[src/rtl/buf_rd_seq.sv]
// buf_rd_seq: buffer-read responder between the controller and the weight/IF SRAMs.
// Converts w_read/if_read, clr_w/clr_if and switch into SRAM read strobes and
// addresses, reports tile completion and tracks the ping-pong weight bank.
// Optional build macro: OVERRUN_CHK_EN adds a sticky ovr_err output.

// One read path: tile counter, tile base and a one-cycle-latency read strobe.
module buf_rd_path #(
    parameter int LEN   = 4,
    parameter int DEPTH = 16,
    parameter int AW    = $clog2(DEPTH)
) (
    input  logic          clk,
    input  logic          rst,
    input  logic          rd,
    input  logic          clr,
    input  logic          first,
    output logic          done,
    output logic          rd_en,
    output logic [AW-1:0] addr
);

    localparam int CW = $clog2(LEN + 1);

    logic [CW-1:0] cnt;
    logic [AW-1:0] base;
    logic          accept;

    assign done   = (cnt == CW'(LEN));
    assign accept = rd & ~done & ~clr;

    // Count accepted reads, issue strobe/address one cycle later, advance base on clear.
    always_ff @(posedge clk or negedge rst) begin
        if (!rst) begin
            cnt   <= '0;
            base  <= '0;
            rd_en <= 1'b0;
            addr  <= '0;
        end else begin
            rd_en <= accept;
            if (clr) begin
                cnt <= '0;
                // Explicit wrap keeps the base below DEPTH even when DEPTH is not a power of two.
                if (first) begin
                    base <= '0;
                end else if (done) begin
                    base <= (base == AW'(DEPTH - LEN)) ? '0 : base + AW'(LEN);
                end
            end else if (accept) begin
                cnt  <= cnt + CW'(1);
                addr <= base + AW'(cnt);
            end
        end
    end

endmodule

module buf_rd_seq #(
    parameter int W_LEN    = 4,
    parameter int IF_LEN   = 8,
    parameter int W_DEPTH  = 16,
    parameter int IF_DEPTH = 32,
    parameter int W_AW     = $clog2(W_DEPTH),
    parameter int IF_AW    = $clog2(IF_DEPTH)
) (
    input  logic             clk,
    input  logic             rst,
    input  logic             w_read,
    input  logic             if_read,
    input  logic             clr_w,
    input  logic             clr_if,
    input  logic             switch,
    input  logic             first,
    output logic             w_done,
    output logic             if_done,
    output logic             w_rd_en,
    output logic [W_AW-1:0]  w_addr,
    output logic             if_rd_en,
    output logic [IF_AW-1:0] if_addr,
    output logic             w_bank
`ifdef OVERRUN_CHK_EN
    ,
    output logic             ovr_err
`endif
);

    buf_rd_path #(
        .LEN   (W_LEN),
        .DEPTH (W_DEPTH),
        .AW    (W_AW)
    ) u_w_path (
        .clk   (clk),
        .rst   (rst),
        .rd    (w_read),
        .clr   (clr_w),
        .first (first),
        .done  (w_done),
        .rd_en (w_rd_en),
        .addr  (w_addr)
    );

    buf_rd_path #(
        .LEN   (IF_LEN),
        .DEPTH (IF_DEPTH),
        .AW    (IF_AW)
    ) u_if_path (
        .clk   (clk),
        .rst   (rst),
        .rd    (if_read),
        .clr   (clr_if),
        .first (first),
        .done  (if_done),
        .rd_en (if_rd_en),
        .addr  (if_addr)
    );

    // Ping-pong weight bank: toggles once per switch pulse.
    always_ff @(posedge clk or negedge rst) begin
        if (!rst) begin
            w_bank <= 1'b0;
        end else if (switch) begin
            w_bank <= ~w_bank;
        end
    end

`ifdef OVERRUN_CHK_EN
    // Sticky flag for reads requested after a tile has already completed.
    always_ff @(posedge clk or negedge rst) begin
        if (!rst) begin
            ovr_err <= 1'b0;
        end else if ((w_read & w_done & ~clr_w) | (if_read & if_done & ~clr_if)) begin
            ovr_err <= 1'b1;
        end
    end
`endif

endmodule
[config.mk]
export PLATFORM = sky130hd
export DESIGN_NAME = buf_rd_seq
export DESIGN_NICKNAME = d
export VERILOG_FILES = /design/src/rtl/buf_rd_seq.sv
export SDC_FILE = /design/constraint.sdc
export NUM_CORES = 1
export LEC_CHECK = 0
export ABC_AREA = 1
export ABC_CLOCK_PERIOD_IN_PS = 2800
export CORE_MARGIN = 1
export CORE_UTILIZATION = 55
export DETAILED_ROUTE_END_ITERATION = 10
export GPL_ROUTABILITY_DRIVEN = 0
export PLACE_DENSITY = 0.94
export SLEW_MARGIN = 20
export SYNTH_ARGS = -nofsm -noshare
export SYNTH_HDL_FRONTEND = slang
export SYNTH_HIERARCHICAL = 1
export SYNTH_SLANG_ARGS = --single-unit
[constraint.sdc]
create_clock -name clk -period 2.8 [get_ports clk]
set_input_delay 0.56 -clock clk [delete_from_list [all_inputs] [get_ports clk]]
set_output_delay 0.56 -clock clk [all_outputs]
set_load 0.01 [all_outputs]
==> flow_summary_export.csv, run 1 <==
group,metric,value,unit
routing,via_count,1034,
clock_network,cts_tree,"built",
yosys,ys_types,17,
layout,seq_area,576,um^2
yosys,async_reset_ff_share,100,%
yosys,synth_top_flop_cell,"dfrtp_1",
global_routing,antenna_found_initial,0,
timing,maxSlewViolCount,0,
timing,fin_tns_setup,0,ns
yosys,ys_top_cells_by_area,"dfrtp_1, nand2_1, ha_1, inv_1, nand4_1",
yosys,yosysWarnings,6,
power_and_ir_drop,leakagePower,0.000809,uW
layout,stdcell_area,1500,um^2
clock_network,post_cts_resized,0,
clock_network,path_clk_slew,0.11,ns
outcome,status,"completed",
clock_network,cts_inserted_buffers,3,
global_routing,grt_use_total,23.3,%
critical_path,path_max_fanout,5,
global_routing,grt_overflow,0,
critical_path,endpoint_kind,"primary output",
yosys,yosysTopAreaCell,"dfrtp_1",
placed_design,io_buffers,21,
placed_design,post_dp_cell_area,1470,um^2
layout,post_route_cells_drive_above_1_share,7.65,%
run,drv_cap,0,
yosys,syn_nets,163,
placed_design,place_ws,0.762,ns
timing,setup_viol_count_final,0,
routing,viasPerCell,5.25,
timing,finalHoldViolations,0,
timing,rsz0062_at_grt,"no",
hold_path,holdCritPathClass,"register to register",
layout,syn_to_final_growth,21.5,%
yosys,syn-cell-area,1230,um^2
yosys,synth_top_area_share,46.7,%
critical_path,cp-start-kind,"register",
clock_network,cts_sinks,23,
layout,nFillCells,174,
routing,drt-total-wl,2250,um
critical_path,critPathRequiredTime,2.24,ns
timing,skew,0.00480,ns
routing,ant_nets,0,
yosys,synth_edf_count,0,
layout,multi_input_area,576,um^2
power_and_ir_drop,ir_worst_vdd,0.000351,V
critical_path,path_class,"register to primary output",
timing,layout_worst_path_cycle_share,85.5,%
clock_network,hold_buffers,0,
floorplan,row_count,16,
floorplan,top_level_ports,22,
floorplan,core,2040,um^2
clock_network,post-cts-setup-buffer-count,0,
critical_path,critPathArrivalTime,1.83,ns
power_and_ir_drop,powerDensity,428,nW/um^2
global_routing,grt_pass1_vias,1020,
yosys,yosysSeqAreaShare,46.7,%
placed_design,hpwl,1760,um
routing,drc,0,
yosys,synthCells,146,
floorplan,dieHeight,49.3,um
global_routing,grt_pass1_wl,4240,um
floorplan,die_w,49.3,um
layout,nNetsFinal,188,
yosys,syn_avg_cell_area,8.43,um^2
timing,setup_slack,0.406,ns
routing,routedWlPerCell,11.4,um
critical_path,crit_chain,"inv_1 > ha_1 > nand2_1 > nor2_1 > clkdlybuf4s50_1",
critical_path,max_stage_delay,0.55,ns
critical_path,crit_path_top_delay_cell,"clkdlybuf4s50_1",
global_routing,grt_start_max_net_pins,24,
yosys,synth_common_cells,"nand2_1, dfrtp_1, inv_1",
floorplan,start_util,60.3,%
layout,diodes,0,
routing,dr.pass1.iters,4,
timing,fin_crit,2.39,ns
clock_network,root_buffer,"clkbuf_4",
clock_network,clk_path_buf_depth,2,
clock_network,clk_latency,0.31,ns
routing,drt_iter0_drc,22,
clock_network,htreeDepth,1,
floorplan,die_area,2430,um^2
yosys,yosysMostFrequentCell,"nand2_1",
timing,fmax,418,MHz
yosys,ys_seq_elements,23,
## final cells by class
cell class | count | share of cell area, %
Clock buffer | 4 | 1.76
Timing Repair Buffer | 22 | 14.5
Tap cell | 27 | 2.26
Sequential cell | 23 | 38.5
Inverter | 18 | 4.52
Multi-Input combinational cell | 103 | 38.5
## per-stage QoR
stage | total power (uW) | hold slack, ns | std cells | util, %
3_3_place_gp | 492 | 0.457 | 193 | 72.0
4_1_cts | 650 | 0.497 | 197 | 73.3
3_5_place_dp | 499 | 0.467 | 193 | 72.0
5_1_grt | 688 | 0.528 | 197 | 73.3
6_report | 641 | 0.493 | 197 | 73.3
2_1_floorplan | 436 | 0.264 | 146 | -
## worst paths after layout
path | from | end | slack [ns] | cells past startpoint
worst max-delay path | u_if_path/cnt[0] | if_done | 0.41 | 5
worst min-delay path | u_w_path/addr[2] | u_w_path/addr[2] | 0.49 | 2
worst max register to register | u_if_path/cnt[0] | u_if_path/addr[2] | 1.51 | 6
worst min register to register | u_w_path/addr[2] | u_w_path/addr[2] | 0.49 | 2
max in group asynchronous | rst | u_if_path/rd_en | 2.00 | 2
min in group asynchronous | rst | u_w_path/addr[3] | 0.58 | 2
## worst max-delay path: cells and delay by family (launching register included)
kind,cells,cell delay [ns]
adders and majority gates,1,0.21
DFF,1,0.44
and+or+nand+nor,2,0.23
buffers and inverters,2,0.64
## sequential cells by signal, summed over array words and instances, names as in the netlist
signal           cells
u_if_path/base       2
u_if_path/addr       5
w_bank               1
u_w_path/cnt         3
u_if_path/rd_en      1
u_w_path/rd_en       1
u_w_path/base        2
u_if_path/cnt        4
u_w_path/addr        4
## kinds of logic after synthesis
family          after synthesis  synth area share, %
other cells                   1                0.305
compound gates                3                 1.32
fa+ha+maj                     9                 9.15
simple gates                 90                 36.0
flops                        23                 46.7
buf+inv                      20                 6.50
## power by group
part           internal (uW)  switching (uW)  total [uW]
Sequential               354            16.8         371
Combinational           58.2            62.0         120
Clock                   55.7            94.3         150
## cells in the final DEF (no fill, tap or decap)
master / n
nand4_1: 9
clkdlybuf4s50_1: 21
clkbuf_4: 3
nor2_4: 1
nand3_1: 8
clkbuf_1: 1
dfrtp_1: 23
nand3_4: 3
a31oi_1: 1
nand2_1: 53
inv_1: 16
inv_2: 2
buf_4: 1
nor3_1: 1
o21ai_1: 2
nand2_4: 3
conb_1: 1
nor2_1: 12
ha_1: 9
## routing by layer
metal  track usage [%]  vias to the layer above  part of all wire, %
met2              41.8                       19                   52
met5                 0                        -                    0
met1              25.7                      497                   43
li1                  -                      512                    -
met4              11.8                        0                  2.0
met3              4.98                        6                  3.4
(Power assumes the default switching activity.)
==> inputs of run 2 (changes only) <==
--- a/config.mk
+++ b/config.mk
@@ -9,6 +9,7 @@
 export ABC_CLOCK_PERIOD_IN_PS = 2800
 export CORE_MARGIN = 1
 export CORE_UTILIZATION = 55
+export CTS_CLUSTER_DIAMETER = 150
 export DETAILED_ROUTE_END_ITERATION = 10
 export GPL_ROUTABILITY_DRIVEN = 0
 export PLACE_DENSITY = 0.94
==> results of run 2 <==
Final layout, timing and power as in run 1 (identical DEF).
